--- config.mk ---
export PLATFORM = sky130hd
export DESIGN_NAME = prll_bs_trmnl
export DESIGN_NICKNAME = d
export VERILOG_FILES = /design/src/rtl/prll_bs_pkg.sv /design/src/rtl/prll_bs_sync_fifo.sv /design/src/rtl/prll_bs_trmnl.sv
export SDC_FILE = /design/constraint.sdc
export NUM_CORES = 1
export LEC_CHECK = 0
export ABC_AREA = 1
export CELL_PAD_IN_SITES_DETAIL_PLACEMENT = 2
export CELL_PAD_IN_SITES_GLOBAL_PLACEMENT = 2
export CORE_MARGIN = 5
export CORE_UTILIZATION = 45
export CTS_CLUSTER_DIAMETER = 150
export DETAILED_ROUTE_END_ITERATION = 12
export PLACE_DENSITY_LB_ADDON = 0.08
export SLEW_MARGIN = 20
export SYNTH_ARGS = -nofsm -noshare
export SYNTH_HDL_FRONTEND = slang
export SYNTH_SLANG_ARGS = --single-unit
--- constraint.sdc ---
create_clock -name clk -period 8.2 [get_ports clk]
set_clock_uncertainty 0.1 [all_clocks]
set_input_delay 1.64 -clock clk [delete_from_list [all_inputs] [get_ports clk]]
set_output_delay 1.64 -clock clk [all_outputs]
set_load 0.01 [all_outputs]
--- src/rtl/prll_bs_pkg.sv ---
// Shared constants and message layout for the parallel-bus terminal.
package prll_bs_pkg;

  localparam logic [7:0] BROADCAST_DEFAULT = 8'hFF;

  // Field MSBs for the default 32-bit word layout.
  localparam int TGT_MSB = 31;
  localparam int SRC_MSB = 23;
  localparam int ID_MSB  = 15;

  typedef struct packed {
    logic [7:0]  target;
    logic [7:0]  source;
    logic [15:0] id;
  } prll_bs_msg_t;

endpackage

--- src/rtl/prll_bs_sync_fifo.sv ---
// Show-ahead synchronous FIFO; full/empty derive from the occupancy counter.
module prll_bs_sync_fifo #(
  parameter int W     = 32,
  parameter int DEPTH = 16
) (
  input  logic                         clk,
  input  logic                         reset,
  input  logic                         wr_en,
  input  logic [W-1:0]                 wr_data,
  input  logic                         rd_en,
  output logic [W-1:0]                 rd_data,
  output logic                         full,
  output logic                         empty,
  output logic [$clog2(DEPTH+1)-1:0]   count
);

  localparam int PW = $clog2(DEPTH);
  localparam int CW = $clog2(DEPTH+1);
  localparam logic [CW-1:0] FULL_CNT = CW'(DEPTH);
  localparam logic [CW-1:0] CNT_ONE  = {{(CW-1){1'b0}}, 1'b1};
  localparam logic [PW-1:0] PTR_ONE  = {{(PW-1){1'b0}}, 1'b1};

  logic [W-1:0]  mem [DEPTH];
  logic [PW-1:0] wr_ptr;
  logic [PW-1:0] rd_ptr;
  logic          do_wr;
  logic          do_rd;

  assign full    = (count == FULL_CNT);
  assign empty   = (count == {CW{1'b0}});
  assign do_rd   = rd_en && !empty;
  // A write into a full FIFO is only legal when the head leaves the same cycle.
  assign do_wr   = wr_en && (!full || do_rd);
  assign rd_data = empty ? {W{1'b0}} : mem[rd_ptr];

  // Storage array, no reset needed since reads are gated by empty.
  always_ff @(posedge clk) begin
    if (do_wr) begin
      mem[wr_ptr] <= wr_data;
    end
  end

  // Pointers and occupancy.
  always_ff @(posedge clk or negedge reset) begin
    if (!reset) begin
      wr_ptr <= {PW{1'b0}};
      rd_ptr <= {PW{1'b0}};
      count  <= {CW{1'b0}};
    end else begin
      if (do_wr) begin
        wr_ptr <= wr_ptr + PTR_ONE;
      end
      if (do_rd) begin
        rd_ptr <= rd_ptr + PTR_ONE;
      end
      case ({do_wr, do_rd})
        2'b10:   count <= count + CNT_ONE;
        2'b01:   count <= count - CNT_ONE;
        default: count <= count;
      endcase
    end
  end

endmodule

--- src/rtl/prll_bs_trmnl.sv ---
// Parallel-bus terminal endpoint: tx FIFO toward the bus, rx FIFO from it.
// Optional build macro PRLL_BS_TRMNL_ADDR_FILTER_EN enables rx destination filtering.
module prll_bs_trmnl
  import prll_bs_pkg::*;
#(
  parameter int         BITS      = 32,
  parameter int         DEPTH     = 16,
  parameter logic [7:0] ID        = 8'h00,
  parameter logic [7:0] BROADCAST = BROADCAST_DEFAULT
) (
  input  logic                        clk,
  input  logic                        reset,
  input  logic                        tx_valid,
  input  logic [BITS-1:0]             tx_data,
  output logic                        tx_ready,
  output logic                        pndng,
  output logic [BITS-1:0]             D_pop,
  input  logic                        pop,
  input  logic                        push,
  input  logic [BITS-1:0]             D_push,
  output logic                        rx_valid,
  output logic [BITS-1:0]             rx_data,
  input  logic                        rx_rd,
  output logic                        rx_ovf,
  output logic [7:0]                  rx_drop_cnt,
  output logic [$clog2(DEPTH+1)-1:0]  tx_count,
  output logic [$clog2(DEPTH+1)-1:0]  rx_count
);

`ifdef PRLL_BS_TRMNL_ADDR_FILTER_EN
  localparam logic FILT_EN = 1'b1;
`else
  localparam logic FILT_EN = 1'b0;
`endif

  localparam logic [BITS-1:0] SRC_MASK = {8'h00, 8'hFF, {(BITS-16){1'b0}}};

  logic            tx_full;
  logic            tx_empty;
  logic            tx_wr;
  logic [BITS-1:0] tx_word;
  logic            rx_full;
  logic            rx_empty;
  logic [7:0]      rx_tgt;
  logic            addr_ok;
  logic            rx_room;
  logic            rx_wr;
  logic            rx_lost;
  logic            rx_drop;

  // Source field is overwritten with this terminal's address.
  assign tx_word  = (tx_data & ~SRC_MASK) | ({{(BITS-8){1'b0}}, ID} << (BITS-16));
  assign tx_wr    = tx_valid && !tx_full;
  assign tx_ready = !tx_full;
  assign pndng    = !tx_empty;

  assign rx_tgt   = D_push[BITS-1:BITS-8];
  assign addr_ok  = !FILT_EN || (rx_tgt == ID) || (rx_tgt == BROADCAST);
  assign rx_room  = !rx_full || rx_rd;
  assign rx_wr    = push && addr_ok && rx_room;
  assign rx_lost  = push && addr_ok && !rx_room;
  assign rx_drop  = rx_lost || (push && !addr_ok);
  assign rx_valid = !rx_empty;

  prll_bs_sync_fifo #(.W(BITS), .DEPTH(DEPTH)) u_tx_fifo (
    .clk     (clk),
    .reset   (reset),
    .wr_en   (tx_wr),
    .wr_data (tx_word),
    .rd_en   (pop),
    .rd_data (D_pop),
    .full    (tx_full),
    .empty   (tx_empty),
    .count   (tx_count)
  );

  prll_bs_sync_fifo #(.W(BITS), .DEPTH(DEPTH)) u_rx_fifo (
    .clk     (clk),
    .reset   (reset),
    .wr_en   (rx_wr),
    .wr_data (D_push),
    .rd_en   (rx_rd),
    .rd_data (rx_data),
    .full    (rx_full),
    .empty   (rx_empty),
    .count   (rx_count)
  );

  // Sticky overflow flag and saturating drop counter.
  always_ff @(posedge clk or negedge reset) begin
    if (!reset) begin
      rx_ovf      <= 1'b0;
      rx_drop_cnt <= 8'd0;
    end else begin
      if (rx_lost) begin
        rx_ovf <= 1'b1;
      end
      if (rx_drop && (rx_drop_cnt != 8'hFF)) begin
        rx_drop_cnt <= rx_drop_cnt + 8'd1;
      end
    end
  end

endmodule

==> flow_summary.yaml, run 1 <==
synth:
  ys_ff_latch: 931
  synth_cell_types: 29
  yosysWarnings: 0
  syn-cell-area_mm2: 0.0383
  synth_area_per_cell_um2: 11.8
  synth_seq_area_share: 0.725
  netlist_instances: 3250
cells_and_area:
  final_layout_size_suffix_gt1_frac: 0.0745
  final.fill_count: 8256
  syn2layout_area_growth_pct: 14.9
  nNetsFinal: 3441
  final_common_cell: "nand2_1"
  layout_common_cells: "nand2_1 (1209), edfxtp_1 (896), nand3_1 (690)"
  design_area_mm2: 0.0440
  post_layout_nonfiller_instances: 4584
detailed_routing:
  met1_length_um: 49300
  vias_per_cell: 5.73
  num_vias: 26300
  dr.max_layer_used: "met5"
  wirelength_um: 128000
  first_pass_iters: 5
  wl_met2_um: 69600
  wl_per_cell_um: 27.9
  wl_met3_um: 4560
  drt-initial-drc-count: 1948
  drc_errors: 0
  antenna_left: 0
power:
  seqPwrFrac: 0.365
  total_power_mw: 16.8
  power_density_mw_per_mm2: 381
  p_sw_mw: 6.48
  swShare: 0.386
  peakVddDrop_v: 0.000231
  leakage_nw: 15.9
  clockPowerShare: 0.276
  combPwrFrac: 0.359
  internal_power_mw: 10.3
timing:
  slew_headroom: 0.218
  min_period_ns: 6.40
  hold_slack_ns: 0.384
  rsz0062_at_grt: "false"
  slew_viol_final: 0
  tns_ns: 0
  hold_viol: 0
  fin_crit_sh: 0.780
  setup_violations: 0
  fmax_ghz: 0.156
  tightest_slew_ns: 1.17
clocking:
  cts_hold_buffers: 0
  cts_tree: "done"
  clock_sinks: 931
  cts_max_level: 3
  cts_buffer_depth: 3
  insertion_delay_ns: 0.66
  cts_buffers: 100
  clkSlewWorstSetupHoldPaths_ns: 0.06
  ctsResizeCount: 0
  cts_root_buf: "clkbuf_16"
  postCtsSetupBuffers: 0
run_status:
  run_status: "complete, no violations"
floorplan:
  die_x_um: 302
  start_util: 0.451
  die_h_um: 302
  io_pins: 156
  core.rowCount: 107
  fp.coreArea_mm2: 0.0849
  die_area_mm2: 0.0911
placed_design:
  dp_hpwl_um: 68600
  dpl_cell_area_mm2: 0.0407
  gp_congestion: 0.740
  placed_cells_incl_taps: 4394
  port_buffers: 139
setup_path:
  cp_slowest_cell: "inv_6"
  max_stage_delay_ns: 0.80
  crit_chain: "inv_6 -> buf_4 -> nand2_1 -> nand3_1 -> nand3_1 -> nand2_1 -> nand2_1 -> a21oi_1 -> clkdlybuf4s50_1"
  endpoint_kind: "output pin"
  crit_path_start_kind: "register"
  cp.required_ns: 6.46
  cpMostUsedCell: "nand2_1"
  criticalPathCategory: "register to output pin"
  arrival_ns: 4.66
  path_max_fanout: 111
hold_path:
  hp-class: "register to register"
run:
  drv_cap: 0
global_route:
  first_global_vias: 29900
  antenna_found_initial: 8
  grt_max_degree: 118
  grt_usage: 0.279
  globalRoute.totalOverflow: 0
  grt_first_pass_wirelength_um: 190000
kinds of logic (layout without fill, tap and decap cells):
| kind of cell | Yosys count | in the layout | synth area share |
|---|---|---|---|
| compound gates | 74 | 74 | 0.00967 |
| xor+xnor | 23 | 23 | 0.00526 |
| fa+ha+maj | 19 | 19 | 0.00640 |
| buf+inv | 245 | 422 | 0.0384 |
| flops | 931 | 931 | 0.725 |
| other cells | 1 | 14 | 0.0000979 |
| simple gates | 1957 | 1957 | 0.215 |
synthesized netlist by cell type:
cell type,count,area [um2]
buf_2,87,435
xor2_1,15,131
edfxtp_1,896,26900
buf_6,43,484
nor2_2,2,12.5
conb_1,1,3.75
inv_6,1,8.76
o21ai_0,15,75.1
nand3_1,690,3450
buf_8,1,15.0
ha_1,18,225
buf_12,1,20.0
nand2_1,1209,4540
nor3_1,3,15.0
buf_4,23,173
nor2_1,49,184
inv_1,35,131
nand3b_1,1,7.51
fa_1,1,20.0
clkinv_2,1,5.00
dfrtp_1,35,876
inv_2,3,11.3
or2_2,1,6.26
xnor2_1,8,70.1
clkbuf_1,29,109
clkinv_1,2,7.51
a21oi_1,59,295
buf_1,19,71.3
nand4_1,2,12.5
area by class of cell:
type                            instances  area (um2)  share of cell area
Sequential cell                       931       27800               0.632
Multi-Input combinational cell       2081        9310               0.212
Antenna cell                            6        15.0            0.000341
Timing Repair Buffer                  196        1980              0.0450
Clock inverter                         59         624              0.0142
Inverter                               42         174             0.00395
Tap cell                             1144        1430              0.0325
Clock buffer                          125        2670              0.0606
power by group through the flow:
| stage | clock, mW | combinational (mW) | sequential [mW] |
|---|---|---|---|
| after floorplan | 0 | 3.76 | 5.97 |
| after global placement | 0 | 5.58 | 6.16 |
| after detailed placement | 0 | 5.98 | 6.21 |
| after CTS | 4.69 | 6.12 | 6.13 |
| after global routing | 4.90 | 6.54 | 6.16 |
| final | 4.62 | 6.03 | 6.13 |
state kept, by name, indices dropped and copies added (netlist names):
name,count
u_rx_fifo.count,5
u_tx_fifo.rd_ptr,4
u_tx_fifo.mem,384
u_rx_fifo.mem,512
u_rx_fifo.rd_ptr,4
rx_drop_cnt,8
u_rx_fifo.wr_ptr,4
u_tx_fifo.wr_ptr,4
rx_ovf,1
u_tx_fifo.count,5
per-layer routing:
metal / GRT usage / vias up
met5: 0 / -
met4: 0.0977 / 4
met3: 0.0327 / 254
met2: 0.532 / 649
met1: 0.324 / 13900
li1: - / 11500
worst max-delay path: cells and delay by family (launching register included):
family                 cells  cell delay [ns]
AO/OA/AOI/OAI              1             0.37
flip-flops                 1             0.77
AND/OR/NAND/NOR            5             0.63
buffers and inverters      3             2.02
final timing paths:
check                                                startpoint                               to  slack [ns]  cells past startpoint
worst max-delay path            u_rx_fifo.rd_ptr[0]$_DFFE_PN0P_                       rx_data[8]        1.80                      9
worst min-delay path                         rx_ovf$_DFFE_PN0P_               rx_ovf$_DFFE_PN0P_        0.38                      1
worst max register to register   u_rx_fifo.count[2]$_DFFE_PN0P_   u_rx_fifo.count[4]$_DFFE_PN0P_        4.83                     19
worst min register to register               rx_ovf$_DFFE_PN0P_               rx_ovf$_DFFE_PN0P_        0.38                      1
max in group asynchronous                                 reset  u_rx_fifo.rd_ptr[1]$_DFFE_PN0P_        6.33                      1
min in group asynchronous                                 reset  u_tx_fifo.rd_ptr[3]$_DFFE_PN0P_        1.00                      1
per-stage QoR:
stage               utilization  setup WS, ns
CTS                       0.518          1.80
detailed placement        0.479          2.64
global placement          0.477          2.69
finish                    0.518          1.80
global route              0.518          1.66
floorplan                     -          4.18
(Power assumes the default switching activity.)
==> inputs of run 2 (changes only) <==
--- a/config.mk
+++ b/config.mk
@@ -9,7 +9,7 @@
 export CELL_PAD_IN_SITES_DETAIL_PLACEMENT = 2
 export CELL_PAD_IN_SITES_GLOBAL_PLACEMENT = 2
 export CORE_MARGIN = 5
-export CORE_UTILIZATION = 45
+export CORE_UTILIZATION = 38
 export CTS_CLUSTER_DIAMETER = 150
 export DETAILED_ROUTE_END_ITERATION = 12
 export PLACE_DENSITY_LB_ADDON = 0.08
==> constraint.sdc (replaced) <==
create_clock -name clk -period 5.2 [get_ports clk]
set_clock_uncertainty 0.1 [all_clocks]
set_input_delay 1.04 -clock clk [delete_from_list [all_inputs] [get_ports clk]]
set_output_delay 1.04 -clock clk [all_outputs]
set_load 0.01 [all_outputs]
==> run 2 against run 1 <==
Effect of this change:
- design area rose by 1.3%
- setup slack got worse by 1.4 ns
- global-route usage fell by 5.8 points
- hold slack got worse by 0.13 ns
- combinational power rose by 59%
- sequential power rose by 55%
- power rose by 57%
- wire length fell by 6.6%
- die area rose by 18%
- critical endpoint is now D_pop[11]
==> flow_summary.yaml, run 2 (synthesized netlist as in run 1, its figures left out) <==
cells_and_area:
  layout_common_cells: "nand2_1 (1209), edfxtp_1 (896), nand3_1 (690)"
  final_common_cell: "nand2_1"
  final.fill_count: 10100
  largest_reg_flops: 512
  multi_input_area_mm2: 0.00931
  seq_area_mm2: 0.0278
  final_layout_size_suffix_gt1_frac: 0.0763
  nNetsFinal: 3464
  largest_register: "u_rx_fifo.mem"
  syn2layout_area_growth_pct: 16.3
  post_layout_nonfiller_instances: 4760
  largest_registers: "u_rx_fifo.mem: 512 flops, u_tx_fifo.mem: 384 flops, rx_drop_cnt: 8 flops"
floorplan:
  io_pins: 156
  die_area_mm2: 0.107
  die_h_um: 327
  start_util: 0.382
  core.rowCount: 116
  die_x_um: 327
  fp.coreArea_mm2: 0.100
hold_path:
  hp-class: "primary input to asynchronous set/reset pin"
setup_path:
  arrival_ns: 3.63
  rrSetupSlack_ns: 1.38
  reg2reg_from: "u_tx_fifo.count[3]$_DFFE_PN0P_"
  cp_slowest_cell: "dfrtp_4"
  cp.required_ns: 4.06
  path_max_fanout: 44
  crit_chain: "inv_4 -> buf_12 -> buf_4 -> nand2_1 -> nand3_1 -> nand3_1 -> nand2_1 -> nand2_1 -> a21oi_1 -> clkdlybuf4s50_1"
  endpoint_kind: "output pin"
  cpMostUsedCell: "nand2_1"
  max_stage_delay_ns: 0.70
  ff2ff_path_depth: 17
  worstReg2RegEnd: "u_tx_fifo.count[4]$_DFFE_PN0P_"
  criticalPathCategory: "register to output pin"
  crit_path_start_kind: "register"
placed_design:
  placed_cells_incl_taps: 4564
  port_buffers: 139
  gp_congestion: 0.730
  dp_hpwl_um: 66100
global_route:
  grt_max_degree: 131
  first_global_vias: 28700
  grt_first_pass_wirelength_um: 180000
  grt_usage: 0.221
  globalRoute.totalOverflow: 0
  antenna_found_initial: 5
detailed_routing:
  vias_per_cell: 5.36
  wl_per_cell_um: 25.1
  drt-initial-drc-count: 1464
  wirelength_um: 119000
  drc_errors: 0
  antenna_left: 0
  first_pass_iters: 5
  num_vias: 25500
clocking:
  cts_tree: "done"
  clock_sinks: 931
  cts_buffers: 106
  postCtsSetupBuffers: 0
  cts_root_buf: "clkbuf_16"
  cts_max_level: 3
  clkSlewWorstSetupHoldPaths_ns: 0.06
  cts_hold_buffers: 0
  cts_buffer_depth: 3
  insertion_delay_ns: 0.68
  ctsResizeCount: 0
timing:
  tightest_slew_ns: 1.14
  hold_viol: 0
  setup_violations: 0
  rsz0062_at_grt: "false"
  fin_crit_sh: 0.918
  hold_slack_ns: 0.256
  min_period_ns: 4.77
  slew_headroom: 0.238
  fmax_ghz: 0.209
  slew_viol_final: 0
  tns_ns: 0
power:
  power_density_mw_per_mm2: 591
  peakVddDrop_v: 0.000417
  leakage_nw: 16.1
run_status:
  run_status: "complete, no violations"
run:
  drv_cap: 0
==> run 2: final cells by class <==
class,instances,area share
Sequential cell,931,0.624
Multi-Input combinational cell,2081,0.209
Clock buffer,141,0.0646
Timing Repair Buffer,213,0.0522
Tap cell,1298,0.0364
Clock inverter,51,0.00994
Inverter,42,0.00379
Antenna cell,3,0.000168
==> run 2: layer usage <==
metal,part of all wire,track usage,vias to the layer above
li1,-,-,11600
met4,0.023,0.0546,6
met1,0.42,0.270,13400
met3,0.032,0.0313,164
met2,0.53,0.412,396
met5,0.00041,0,-
==> run 2: how the worst max path moves through the flow <==
| stage | from | end | slack (ns) | cells past startpoint |
|---|---|---|---|---|
| 6_report | u_tx_fifo.rd_ptr[0]$_DFFE_PN0P_ | D_pop[11] | 0.43 | 10 |
| 5_1_grt | u_tx_fifo.rd_ptr[0]$_DFFE_PN0P_ | D_pop[10] | 0.20 | 10 |
| 4_1_cts | u_tx_fifo.rd_ptr[0]$_DFFE_PN0P_ | D_pop[11] | 0.14 | 10 |
| 3_5_place_dp | u_tx_fifo.rd_ptr[0]$_DFFE_PN0P_ | D_pop[10] | 0.89 | 10 |
| 3_3_place_gp | u_tx_fifo.rd_ptr[0]$_DFFE_PN0P_ | D_pop[11] | 0.89 | 10 |
| 2_1_floorplan | tx_valid | u_tx_fifo.mem[11][0]$_DFFE_PP_ | 1.78 | 2 |
==> run 2: worst max-delay path, delay by kind of cell, from the launching register on <==
kind	cells	cell delay (ns)
AO/OA/AOI/OAI	1	0.21
flip-flops	1	0.70
AND/OR/NAND/NOR	5	0.43
buffers and inverters	4	1.54
==> run 2: metrics by stage <==
step                      power [mW]  instance area, um2  utilization  setup slack (ns)
final                           26.3               44600        0.445             0.426
after global routing            27.9               44600        0.445             0.203
after CTS                       26.7               44500        0.445             0.144
after detailed placement        19.4               41200        0.412             0.886
after global placement          19.0               41200        0.411             0.889
after floorplan                 15.3               38300            -              1.78
==> run 2: report_power, final <==
group	internal (mW)	switching [mW]	leakage [nW]
Clock	4.25	2.98	1.63
Sequential	9.04	0.439	8.52
Combinational	3.15	6.46	5.95
==> inputs of run 3 (changes only) <==
--- a/config.mk
+++ b/config.mk
@@ -9,7 +9,7 @@
 export CELL_PAD_IN_SITES_DETAIL_PLACEMENT = 2
 export CELL_PAD_IN_SITES_GLOBAL_PLACEMENT = 2
 export CORE_MARGIN = 5
-export CORE_UTILIZATION = 38
+export CORE_UTILIZATION = 36
 export CTS_CLUSTER_DIAMETER = 150
 export DETAILED_ROUTE_END_ITERATION = 12
 export PLACE_DENSITY_LB_ADDON = 0.08
==> run 3 against run 2 <==
Effect of this change:
- combinational power is essentially flat
- sequential share of layout area up 0.25 points
- non-clock buffer count is 2 lower
- global-route usage down 0.83 points
- critical path type unchanged
- cell count rose by 2.0%
==> flow_summary.yaml, run 3 (synthesized netlist as in run 1, its figures left out) <==
global_route:
  met3_usage: 0.0341
  antenna_found_initial: 8
  grt_usage: 0.213
  globalRoute.totalOverflow: 0
  grt_busiest_layer: "met2"
  grt_first_pass_wirelength_um: 180000
  first_global_vias: 28800
  use_met1: 0.250
  grt_use_met2: 0.403
  grt_max_degree: 173
detailed_routing:
  antenna_left: 0
  wl_per_cell_um: 24.9
  drc_errors: 0
  num_vias: 25500
  wirelength_um: 121000
  vias_per_cell: 5.26
  first_pass_iters: 5
  drt-initial-drc-count: 1424
cells_and_area:
  largest_registers: "u_rx_fifo.mem: 512 flops, u_tx_fifo.mem: 384 flops, rx_drop_cnt: 8 flops"
  largest_register: "u_rx_fifo.mem"
  layout_common_cells: "nand2_1 (1209), edfxtp_1 (896), nand3_1 (690)"
  multi_input_area_mm2: 0.00932
  largest_reg_flops: 512
  final_common_cell: "nand2_1"
  final_layout_size_suffix_gt1_frac: 0.0778
  final.fill_count: 10700
  seq_area_mm2: 0.0278
  design_area_mm2: 0.0444
  nNetsFinal: 3459
  fin_util: 0.421
  post_layout_nonfiller_instances: 4854
  syn2layout_area_growth_pct: 15.9
setup_path:
  arrival_ns: 3.86
  crit_path_start_kind: "register"
  max_stage_delay_ns: 0.66
  critical_path.top_delay_family: "buffers and inverters"
  endpoint_kind: "output pin"
  criticalPathCategory: "register to output pin"
  cp.buffers_inverters: 3
  path_max_fanout: 79
  cpMostUsedCell: "nand2_1"
  crit_chain: "inv_6 -> buf_4 -> nand2_1 -> nand3_1 -> nand3_1 -> nand2_1 -> nand2_1 -> a21oi_1 -> clkdlybuf4s50_1"
  cp_slowest_cell: "dfrtp_4"
  cp.required_ns: 4.06
clocking:
  cts_buffer_depth: 3
  cts_root_buf: "clkbuf_16"
  postCtsSetupBuffers: 0
  cts_buffers: 103
  clock_sinks: 931
  ctsResizeCount: 0
  cts_hold_buffers: 0
  cts_tree: "done"
  insertion_delay_ns: 0.67
  clkSlewWorstSetupHoldPaths_ns: 0.06
  cts_max_level: 3
power:
  total_power_mw: 26.1
  peakVddDrop_v: 0.000475
  p_sw_mw: 9.92
  internal_power_mw: 16.2
  clockPowerShare: 0.271
  leakage_nw: 16.0
  seqPwrFrac: 0.361
  power_density_mw_per_mm2: 588
  combPwrFrac: 0.368
  swShare: 0.380
floorplan:
  die_x_um: 336
  die_area_mm2: 0.113
  core.rowCount: 119
  start_util: 0.363
  die_h_um: 336
  io_pins: 156
  fp.coreArea_mm2: 0.105
run:
  drv_cap: 0
timing:
  min_period_ns: 5.00
  hold_slack_ns: 0.372
  setup_slack_ns: 0.204
  hold_viol: 0
  tns_ns: 0
  fin_crit_sh: 0.961
  slew_viol_final: 0
  rsz0062_at_grt: "false"
  setup_violations: 0
  fmax_ghz: 0.200
  slew_headroom: 0.301
  tightest_slew_ns: 1.05
placed_design:
  dp_hpwl_um: 65500
  port_buffers: 139
  dpl_cell_area_mm2: 0.0411
  preCtsSetupSlack_ns: 0.955
  placed_cells_incl_taps: 4656
  gp_congestion: 0.735
hold_path:
  hp-class: "register to register"
run_status:
  run_status: "complete, no violations"
## run 3: final cells by class
type,instances,share of cell area
Inverter,42,0.00386
Clock buffer,133,0.0632
Tap cell,1391,0.0392
Multi-Input combinational cell,2081,0.210
Timing Repair Buffer,211,0.0471
Sequential cell,931,0.626
Clock inverter,60,0.0100
Antenna cell,5,0.000282
## run 3: per-layer routing
layer  wire (um)  part of all wire  vias to the layer above
li1            -                 -                    11600
met1       49300              0.41                    13400
met2       64900              0.54                      381
met3        3860             0.032                      183
met4        2840             0.023                        6
met5          39           0.00032                        -
## run 3: path summary, 6_finish.rpt
| path | startpoint | endpoint | slack (ns) | cells past startpoint |
|---|---|---|---|---|
| worst min-delay path | rx_ovf$_DFFE_PN0P_ | rx_ovf$_DFFE_PN0P_ | 0.37 | 1 |
| min in group asynchronous | reset | u_tx_fifo.rd_ptr[0]$_DFFE_PN0P_ | 0.40 | 1 |
| worst max register to register | u_rx_fifo.count[1]$_DFFE_PN0P_ | u_rx_fifo.count[4]$_DFFE_PN0P_ | 1.47 | 19 |
| worst min register to register | rx_ovf$_DFFE_PN0P_ | rx_ovf$_DFFE_PN0P_ | 0.37 | 1 |
| max in group asynchronous | reset | u_rx_fifo.rd_ptr[0]$_DFFE_PN0P_ | 3.91 | 1 |
| worst max-delay path | u_tx_fifo.rd_ptr[0]$_DFFE_PN0P_ | D_pop[4] | 0.20 | 9 |
## run 3: power by group through the flow
stage	registers (mW)	logic [mW]	clock network, mW
final	9.43	9.62	7.07
after global routing	9.49	10.6	7.58
after CTS	9.43	9.92	7.27
after detailed placement	9.59	9.83	0
after global placement	9.53	9.47	0
after floorplan	9.41	5.92	0
==> RTL edit: new RTL, settings of run 1 <==
Compare `count` against `FULL_CNT` with >= in place of ==.
--- a/src/rtl/prll_bs_sync_fifo.sv
+++ b/src/rtl/prll_bs_sync_fifo.sv
@@ -26,7 +26,7 @@
   logic          do_wr;
   logic          do_rd;
 
-  assign full    = (count == FULL_CNT);
+  assign full    = (count >= FULL_CNT);
   assign empty   = (count == {CW{1'b0}});
   assign do_rd   = rd_en && !empty;
   // A write into a full FIFO is only legal when the head leaves the same cycle.
Check against the original RTL: no difference found for any inputs over 4 cycles, from zero or initial values and one cycle with reset low; that may be too few to reach the edited logic, so the function may still have changed.
==> RTL edit against run 1 <==
  * Synthesized area decreased by 0.23%
  * Sequential cell count unchanged
  * Cell area decreased by 0.44%
  * Routed wire length decreased by 1.4%
  * Sequential power decreased by 2%
  * Non-clock buffer count decreased by 1
  * Power decreased by 1.2%
  * Setup slack got worse by 100 ps
  * Critical endpoint is now D_pop[2]
==> RTL edit: results (changes against run 1) <==
stage;metric;value;unit;change
status;status;complete, no violations;;
grt;Overall Global Routing Usage;0.275;;-0.00349
route;wl on met1;49900;µm;+1.2%
worst_setup_path;r2r worst-path depth;3;;-16
clock_network;TritonCTS Buffers;101;;+1.0%
timing;Final Hold Slack;369;ps;-14.4 ps
worst_setup_path;crit-path max cell delay;900;ps;+100 ps
route;drt first pass iters;6;;+1
placed_design;dpl cells;4365;;-0.66%
route;starting DRC count in detailed routing;2185;;+12%
grt;number of global-route vias before repair;29700;;-0.69%
grt;met2 usage;0.508;;-0.0240
route;DR vias/cell;5.75;;+0.26%
worst_setup_path;Worst Setup SP;u_tx_fifo.rd_ptr[1]$_DFFE_PN0P_;;
worst_setup_path;Worst Setup EP;D_pop[2];;
clock_network;clock latency on the worst-skew pair;680;ps;+20 ps
yosys;sequential area share after synthesis;0.727;;+0.00169
placed_design;DP Area;0.0406;mm²;-0.36%
yosys;commonest cells in the netlist;nand2_1, edfxtp_1, nand3_1;;
yosys;EDFF count, synth;896;;unchanged
placed_design;Placer Congestion;0.748;;+1.1%
worst_setup_path;reg2reg end;u_tx_fifo.rd_ptr[1]$_DFFE_PN0P_;;
route;metal3 WL;4700;µm;+3.1%
grt;met3 GRT Util;0.0330;;+0.000243
pwr;Leak;15.8;nW;-0.68%
route;mean routed wirelength per cell;27.7;µm;-0.76%
hold_path;Worst Hold Class;reg2reg;;
worst_setup_path;CP max stage cell;clkinv_2;;
timing;worst-margin pin slew;1230;ps;+55.5 ps
placed_design;Post-DP HPWL;66400;µm;-3.3%
grt;met1 Use GR;0.334;;+0.00996
route;final WL;126000;µm;-1.4%
worst_setup_path;CP max FO;53;;-52%
worst_setup_path;R2R Setup Slk;5230;ps;+400 ps
grt;antenna violations before repair;6;;-2
yosys;dominant cells by area after synthesis;edfxtp_1, nand2_1, nand3_1;;
timing;Final Worst Setup Slack;1700;ps;-99.5 ps
cells_and_area;layout cells sized above 1;0.0714;;-0.00312
route;met2 routed WL;67400;µm;-3.2%
yosys;post-synth cell types;30;;+3.4%
grt;global-route wire length before repair;188000;µm;-0.99%
grt;largest net degree at the start of global routing;221;;+87%
yosys;top-area cell type share of the netlist area;0.704;;+0.00163
cells_and_area;Layout fillers;8019;;-2.9%
RTL edit: power breakdown:
| group | internal (mW) | switching [mW] | total (mW) |
|---|---|---|---|
| logic | 1.90 | 4.14 | 6.04 |
| registers | 5.66 | 0.359 | 6.02 |
| clock network | 2.56 | 1.95 | 4.51 |
| total | 10.1 | 6.46 | 16.6 |
RTL edit: cell families after synthesis:
family / Yosys count / share of synthesized area
AO/OA/AOI/OAI: 75 / 0.0101
buffers and inverters: 240 / 0.0376
XOR/XNOR: 26 / 0.00596
adder cells (fa/ha/maj): 18 / 0.00589
other: 1 / 0.0000981
AND/OR/NAND/NOR: 1937 / 0.213
flip-flops: 931 / 0.727
RTL edit: area by class of cell:
class,count,share of cell area
tap,1134,0.0324
clock inverter,50,0.0131
multi-input combinational,2064,0.211
sequential,931,0.635
timing repair buffer,195,0.0434
antenna,5,0.000286
clock buffer,135,0.0611
inverter,41,0.00388
